### src/rtl/vending_pkg.sv
// Shared vending-machine types: coin denominations, change-dispenser states and
// the control FSM encodings.
package vending_pkg;

   localparam logic [7:0] COIN_20 = 8'd20;
   localparam logic [7:0] COIN_10 = 8'd10;
   localparam logic [7:0] COIN_5  = 8'd5;

   typedef enum logic [1:0] {
      DENO_5,
      DENO_10,
      DENO_20
   } deno_e;

   typedef enum logic [2:0] {
      IDLE,
      CALC,
      PICK,
      EJECT,
      FINISH
   } chg_state_e;

   // Encodings of the upstream control FSM; kept here so both sides agree.
   typedef enum logic [2:0] {
      CTRL_IDLE,
      CTRL_COLLECT,
      CTRL_SELECT,
      CTRL_VEND,
      CTRL_REFUND
   } ctrl_state_e;

   function automatic logic [7:0] coin_value(deno_e d);
      logic [7:0] v;
      unique case (d)
         DENO_20: v = COIN_20;
         DENO_10: v = COIN_10;
         default: v = COIN_5;
      endcase
      return v;
   endfunction

endpackage

### src/rtl/coin_tube.sv
// Inventory counter for one coin tube: reload to a full tube, decrement per
// ejected coin, and report whether any coin is left.
module coin_tube #(
   parameter int unsigned CNT_W    = 6,
   parameter int unsigned INIT_CNT = 20
) (
   input  logic             clk,
   input  logic             reset_n,
   input  logic             reload_i,
   input  logic             dec_i,
   output logic [CNT_W-1:0] cnt_o,
   output logic             nonempty_o
);

   localparam logic [CNT_W-1:0] FullCnt = CNT_W'(INIT_CNT);

   logic [CNT_W-1:0] cnt_d, cnt_q;

   always_comb begin
      cnt_d = cnt_q;
      if (reload_i) begin
         cnt_d = FullCnt;
      end else if (dec_i && (cnt_q != '0)) begin
         cnt_d = cnt_q - CNT_W'(1);
      end
   end

   always_ff @(posedge clk or negedge reset_n) begin
      if (!reset_n) begin
         cnt_q <= FullCnt;
      end else begin
         cnt_q <= cnt_d;
      end
   end

   assign cnt_o      = cnt_q;
   assign nonempty_o = (cnt_q != '0);

endmodule

### src/rtl/change_dispenser.sv
// Pays out change or a refund one coin at a time, largest in-stock coin first,
// handshaking each eject with the coin mechanism.
module change_dispenser
   import vending_pkg::*;
#(
   parameter int unsigned CNT_W    = 6,
   parameter int unsigned INIT_CNT = 20
) (
   input  logic             clk,
   input  logic             reset_n,
   input  logic             end_trans,
   input  logic             done,
   input  logic [7:0]       sum_money,
   input  logic [7:0]       price,
   input  logic             coin_ack,
   input  logic             reload,
   output logic             deno_20,
   output logic             deno_10,
   output logic             deno_5,
   output logic             busy,
   output logic             change_done,
   output logic             short_change,
   output logic [7:0]       short_amt,
   output logic             underpay,
   output logic [CNT_W-1:0] cnt_20,
   output logic [CNT_W-1:0] cnt_10,
   output logic [CNT_W-1:0] cnt_5
);

   chg_state_e state_d, state_q;
   deno_e      sel_d, sel_q;
   logic [7:0] rem_d, rem_q;
   logic [2:0] deno_d, deno_q;  // {20, 10, 5}
   logic       busy_d, busy_q;
   logic       change_done_d, change_done_q;
   logic       short_change_d, short_change_q;
   logic [7:0] short_amt_d, short_amt_q;
   logic       underpay_d, underpay_q;

   logic       reload_en;
   logic       ack_en;
   logic       ne_20, ne_10, ne_5;

   assign reload_en = (state_q == IDLE) && reload;
   assign ack_en    = (state_q == EJECT) && coin_ack;

   coin_tube #(.CNT_W(CNT_W), .INIT_CNT(INIT_CNT)) u_tube_20 (
      .clk       (clk),
      .reset_n   (reset_n),
      .reload_i  (reload_en),
      .dec_i     (ack_en && (sel_q == DENO_20)),
      .cnt_o     (cnt_20),
      .nonempty_o(ne_20)
   );

   coin_tube #(.CNT_W(CNT_W), .INIT_CNT(INIT_CNT)) u_tube_10 (
      .clk       (clk),
      .reset_n   (reset_n),
      .reload_i  (reload_en),
      .dec_i     (ack_en && (sel_q == DENO_10)),
      .cnt_o     (cnt_10),
      .nonempty_o(ne_10)
   );

   coin_tube #(.CNT_W(CNT_W), .INIT_CNT(INIT_CNT)) u_tube_5 (
      .clk       (clk),
      .reset_n   (reset_n),
      .reload_i  (reload_en),
      .dec_i     (ack_en && (sel_q == DENO_5)),
      .cnt_o     (cnt_5),
      .nonempty_o(ne_5)
   );

   always_comb begin
      state_d        = state_q;
      sel_d          = sel_q;
      rem_d          = rem_q;
      deno_d         = deno_q;
      change_done_d  = 1'b0;
      underpay_d     = 1'b0;
      short_change_d = short_change_q;
      short_amt_d    = short_amt_q;

      unique case (state_q)
         IDLE: begin
            if (end_trans) begin
               state_d        = CALC;
               short_change_d = 1'b0;
               short_amt_d    = '0;
               // Compare before subtracting so an underpay never wraps.
               if (done) begin
                  underpay_d = (sum_money < price);
                  rem_d      = (sum_money < price) ? 8'd0 : sum_money - price;
               end else begin
                  rem_d = sum_money;
               end
            end
         end
         CALC: state_d = PICK;
         PICK: begin
            if ((rem_q >= COIN_20) && ne_20) begin
               sel_d   = DENO_20;
               deno_d  = 3'b100;
               state_d = EJECT;
            end else if ((rem_q >= COIN_10) && ne_10) begin
               sel_d   = DENO_10;
               deno_d  = 3'b010;
               state_d = EJECT;
            end else if ((rem_q >= COIN_5) && ne_5) begin
               sel_d   = DENO_5;
               deno_d  = 3'b001;
               state_d = EJECT;
            end else begin
               state_d = FINISH;
            end
         end
         EJECT: begin
            if (coin_ack) begin
               deno_d  = 3'b000;
               rem_d   = rem_q - coin_value(sel_q);
               state_d = PICK;
            end
         end
         FINISH: begin
            change_done_d  = 1'b1;
            short_change_d = (rem_q != 8'd0);
            short_amt_d    = rem_q;
            state_d        = IDLE;
         end
         default: state_d = IDLE;
      endcase

      busy_d = (state_d != IDLE);
   end

   always_ff @(posedge clk or negedge reset_n) begin
      if (!reset_n) begin
         state_q        <= IDLE;
         sel_q          <= DENO_5;
         rem_q          <= '0;
         deno_q         <= '0;
         busy_q         <= 1'b0;
         change_done_q  <= 1'b0;
         short_change_q <= 1'b0;
         short_amt_q    <= '0;
         underpay_q     <= 1'b0;
      end else begin
         state_q        <= state_d;
         sel_q          <= sel_d;
         rem_q          <= rem_d;
         deno_q         <= deno_d;
         busy_q         <= busy_d;
         change_done_q  <= change_done_d;
         short_change_q <= short_change_d;
         short_amt_q    <= short_amt_d;
         underpay_q     <= underpay_d;
      end
   end

   assign deno_20      = deno_q[2];
   assign deno_10      = deno_q[1];
   assign deno_5       = deno_q[0];
   assign busy         = busy_q;
   assign change_done  = change_done_q;
   assign short_change = short_change_q;
   assign short_amt    = short_amt_q;
   assign underpay     = underpay_q;

endmodule
### config.mk
export PLATFORM = sky130hd
export DESIGN_NAME = change_dispenser
export DESIGN_NICKNAME = d
export VERILOG_FILES = /design/src/rtl/vending_pkg.sv /design/src/rtl/coin_tube.sv /design/src/rtl/change_dispenser.sv
export SDC_FILE = /design/constraint.sdc
export NUM_CORES = 1
export LEC_CHECK = 0
export ABC_CLOCK_PERIOD_IN_PS = 2500
export CAP_MARGIN = 20
export CORE_MARGIN = 4
export CORE_UTILIZATION = 35
export DETAILED_ROUTE_END_ITERATION = 16
export SLEW_MARGIN = 20
export SYNTH_ARGS = -nofsm -noshare
export SYNTH_HDL_FRONTEND = slang
export SYNTH_SLANG_ARGS = --single-unit
export TNS_END_PERCENT = 100
### constraint.sdc
create_clock -name clk -period 2.5 [get_ports clk]
set_input_delay 0.5 -clock clk [delete_from_list [all_inputs] [get_ports clk]]
set_output_delay 0.5 -clock clk [all_outputs]
set_load 0.02 [all_outputs]
==> results.sh <==
export IMPL_grt_max_degree=47
export IMPL_gp_congestion=0.8345
export IMPL_post_route_period_util_pct=94.58
export IMPL_endpoint_kind="flip-flop"
export IMPL_grt_use_total_pct=14.27
export IMPL_fillers=808
export IMPL_max_slew_margin_rel_pct=59.17
export IMPL_setup_violations=0
export IMPL_cp_start_kind="flip-flop"
export IMPL_yosys_top_cells_area="dfrtp_1 34%, ha_1 9.0%, dfstp_2 5.4%"
export IMPL_rrSetupSlack_ps=140
export IMPL_min_path_type="primary input to async pin"
export IMPL_die_w_um=99.23
export IMPL_syn2layout_area_growth_pct=32.00
export IMPL_synth_nets=355
export IMPL_rows=33
export IMPL_clk_insertion_delay_late_ps=300
export IMPL_drc=0
export IMPL_period_needed_ps=2364
export IMPL_max_stage_delay_ps=400
export IMPL_dpl_worst_slack_ps=-169.7
export IMPL_rsz0062_at_grt="yes"
export IMPL_max_clock_freq_mhz=422.9
export IMPL_clock_power_share_pct=12.7
export IMPL_p_leak_nw=1.671
export IMPL_path_class="flip-flop to flip-flop"
export IMPL_synthFlopType="dfrtp_1"
export IMPL_path_max_fanout=4
export IMPL_cts_tree="done"
export IMPL_fin_ws_ps=135.6
export IMPL_max_cap_viol_count=0
export IMPL_die_h_um=99.23
export IMPL_tightest_slew_ps=609.8
export IMPL_path_clk_slew_ps=100
export IMPL_drv_slew=0
export IMPL_grt_first_pass_wirelength_um=11570
export IMPL_pin_count=55
export IMPL_synth_async_reset_ratio_pct=100.0
export IMPL_initialDrtViolationCount=121
export IMPL_antenna_found_initial=0
export IMPL_overflow=0
export IMPL_grt_pass1_vias=2466
export IMPL_slowest_stage="o41a_1"
export IMPL_dieArea_sq_um=9846
export IMPL_root_buffer="clkbuf_8"
export IMPL_via_count=2517
export IMPL_r2r_start="sel_q[1]"
export IMPL_synth_edf_count=0
export IMPL_ff2ff_path_depth=10
export IMPL_hold_ws_ps=268.3
export IMPL_p_per_area_nw_per_um2=958.4
export IMPL_cp_arrival_ps=2550
export IMPL_power_net_switching_w=0.001587
export IMPL_dp_hpwl_um=5340
export IMPL_required_ps=2680
export IMPL_vias_per_cell=5.054
export IMPL_coreArea_sq_um=8175
export IMPL_cts_buffer_depth=2
export IMPL_outcome="completed"
export IMPL_synth_avg_cell_area_sq_um=9.396
export IMPL_nets=437
export IMPL_skew_ps=12.36
export IMPL_hold_viol=0
export IMPL_wl_per_cell_um=13.65
export IMPL_htreeDepth=2
export IMPL_timing_critical_path_cells="inv_1 > ha_2 > inv_1 > ha_1 > nor2b_1 > o31ai_1 > a21oi_1 > o41a_1 > o22ai_1 > a31oi_1"
export IMPL_netlist_area_leader_share_pct=34.36
export IMPL_swShare_pct=43.05
export IMPL_yosysSeqAreaShare_pct=39.78
export IMPL_cts_made_buffers=5
export IMPL_ir_drop_mv=0.2988
export IMPL_ant_nets=0
export IMPL_synth_largest_area_cell="dfrtp_1"
export IMPL_ys_ff_latch=46
export IMPL_pwr_share_comb_pct=53.0
export IMPL_final_layout_size_suffix_gt1_share_pct=15.52
export IMPL_path_common_cell="inv_1"
export IMPL_yosysUniqueCellTypes=55
export IMPL_initial_core_util_pct=35.63
export IMPL_syn_cell_area_sq_um=2913
export IMPL_syn_inst=310
export IMPL_first_pass_iters=4
export IMPL_antenna_cells=0
export IMPL_power_frac_seq_pct=34.3
export IMPL_r2r_end="rem_q[7]"
export IMPL_power_internal_w=0.002099
export IMPL_clkSinkCount=46
export IMPL_cts_hold_fix_buffers=0
export IMPL_wl_um=6798
export IMPL_ys_warn_count=0
export IMPL_port_buffers=54
metrics by stage:
stage	TNS, ps	instance area [sq um]	utilization (%)	power [W]	std cells
2_1_floorplan	0	2913	-	0.002575	310
3_3_place_gp	-638.4	3752	45.90	0.003218	490
3_5_place_dp	-1112	3752	45.90	0.003242	490
4_1_cts	0	3842	47.00	0.003735	498
5_1_grt	-1.769	3845	47.03	0.004022	498
6_report	0	3845	47.03	0.003685	498
cell usage after synthesis (7+ instances only):
master and count:
nor2_1 23, nor3_1 8, dfrtp_1 40, a22o_1 11, xnor2_1 12, o21ai_0 15, ha_1 21, a21oi_1 18
inv_1 25, o21ai_1 7, nand2_1 23, nand3_1 14, nand2b_1 7
routing by layer:
layer	GRT usage (%)	share of wire (%)	wire length (um)
met1	18.62	46	3140
met2	24.28	47	3204
met3	2.174	4.7	322
met4	4.517	1.9	131
met5	0	0	0
placed cells by master, fill, tap and decap left out, types with 3 or more instances in the layout:
master,n
a22o_1,11
o21a_1,5
xnor2_1,12
clkdlybuf4s50_1,53
o21ai_1,7
buf_4,29
o31ai_1,4
xor2_1,3
a21oi_1,18
or3_1,5
o21ai_0,15
inv_1,25
a211oi_1,3
nor4_2,5
nand3_1,14
dfrtp_1,40
nor3_1,8
nand2b_1,7
a21o_1,3
nand2_1,23
clkbuf_8,5
dfstp_2,6
o211ai_1,3
nor2_1,23
ha_1,20
repair_timing:
action / 4_1_cts / 5_1_grt
setup buffers: 0 / 0
resized for setup: 0 / 1
setup endpoints to repair: 0 / 2
hold endpoints to repair: 0 / 0
power groups by stage:
stage | clock, W | sequential [W] | combinational, W
after floorplan | 0 | 0.00134 | 0.00123
after global placement | 0 | 0.00127 | 0.00195
after detailed placement | 0 | 0.00128 | 0.00197
after CTS | 0.000491 | 0.00126 | 0.00198
after global routing | 0.000520 | 0.00130 | 0.00220
final | 0.000468 | 0.00126 | 0.00195
kinds of logic (layout without fill, tap and decap cells):
kind of cell               after synthesis  count (layout)  share of synthesized area [%]
AOI/OAI and AO/OA                       86              86                          20.53
xor gates and xnor gates                15              15                          4.510
adders and majority gates               23              23                          10.40
buffers and inverters                   35             118                          5.026
DFF                                     46              46                          39.78
and+or+nand+nor                        105             105                          19.76
worst max-delay path: cells and delay by family, from the launching register on:
family / cells / cell delay, ps
AO/OA/AOI/OAI: 5 / 1040
buffers and inverters: 2 / 180
AND/OR/NAND/NOR: 1 / 140
flip-flops: 1 / 390
adder cells (fa/ha/maj): 2 / 500
worst max-delay path by stage:
stage	slack (ps)	start	endpoint	depth (start not counted)
after floorplan	290	sum_money[0]	rem_q[0]	9
after global placement	-100	sum_money[0]	rem_q[2]	12
after detailed placement	-170	sum_money[0]	rem_q[4]	11
after CTS	120	sel_q[1]	rem_q[7]	10
after global routing	-2	sum_money[0]	rem_q[2]	12
final	140	sel_q[1]	rem_q[7]	10
final cells by class:
class                           instances  area [sq um]  area share [%]
Clock inverter                          3         21.27          0.5532
Multi-Input combinational cell        229          1610           41.88
Tap cell                              105         131.4           3.417
Timing Repair Buffer                   83         753.2           19.59
Inverter                               27         101.3           2.636
Sequential cell                        46          1159           30.13
Clock buffer                            5         68.82           1.790
sequential cells by signal, indices dropped and copies added, names as in the netlist, 2 cells and up:
name and count:
state_q 3, u_tube_5.cnt_o 6, short_amt 8, sel_q 2, deno_q 3, rem_q 8, u_tube_10.cnt_o 6, u_tube_20.cnt_o 6
(Power assumes the default switching activity.)
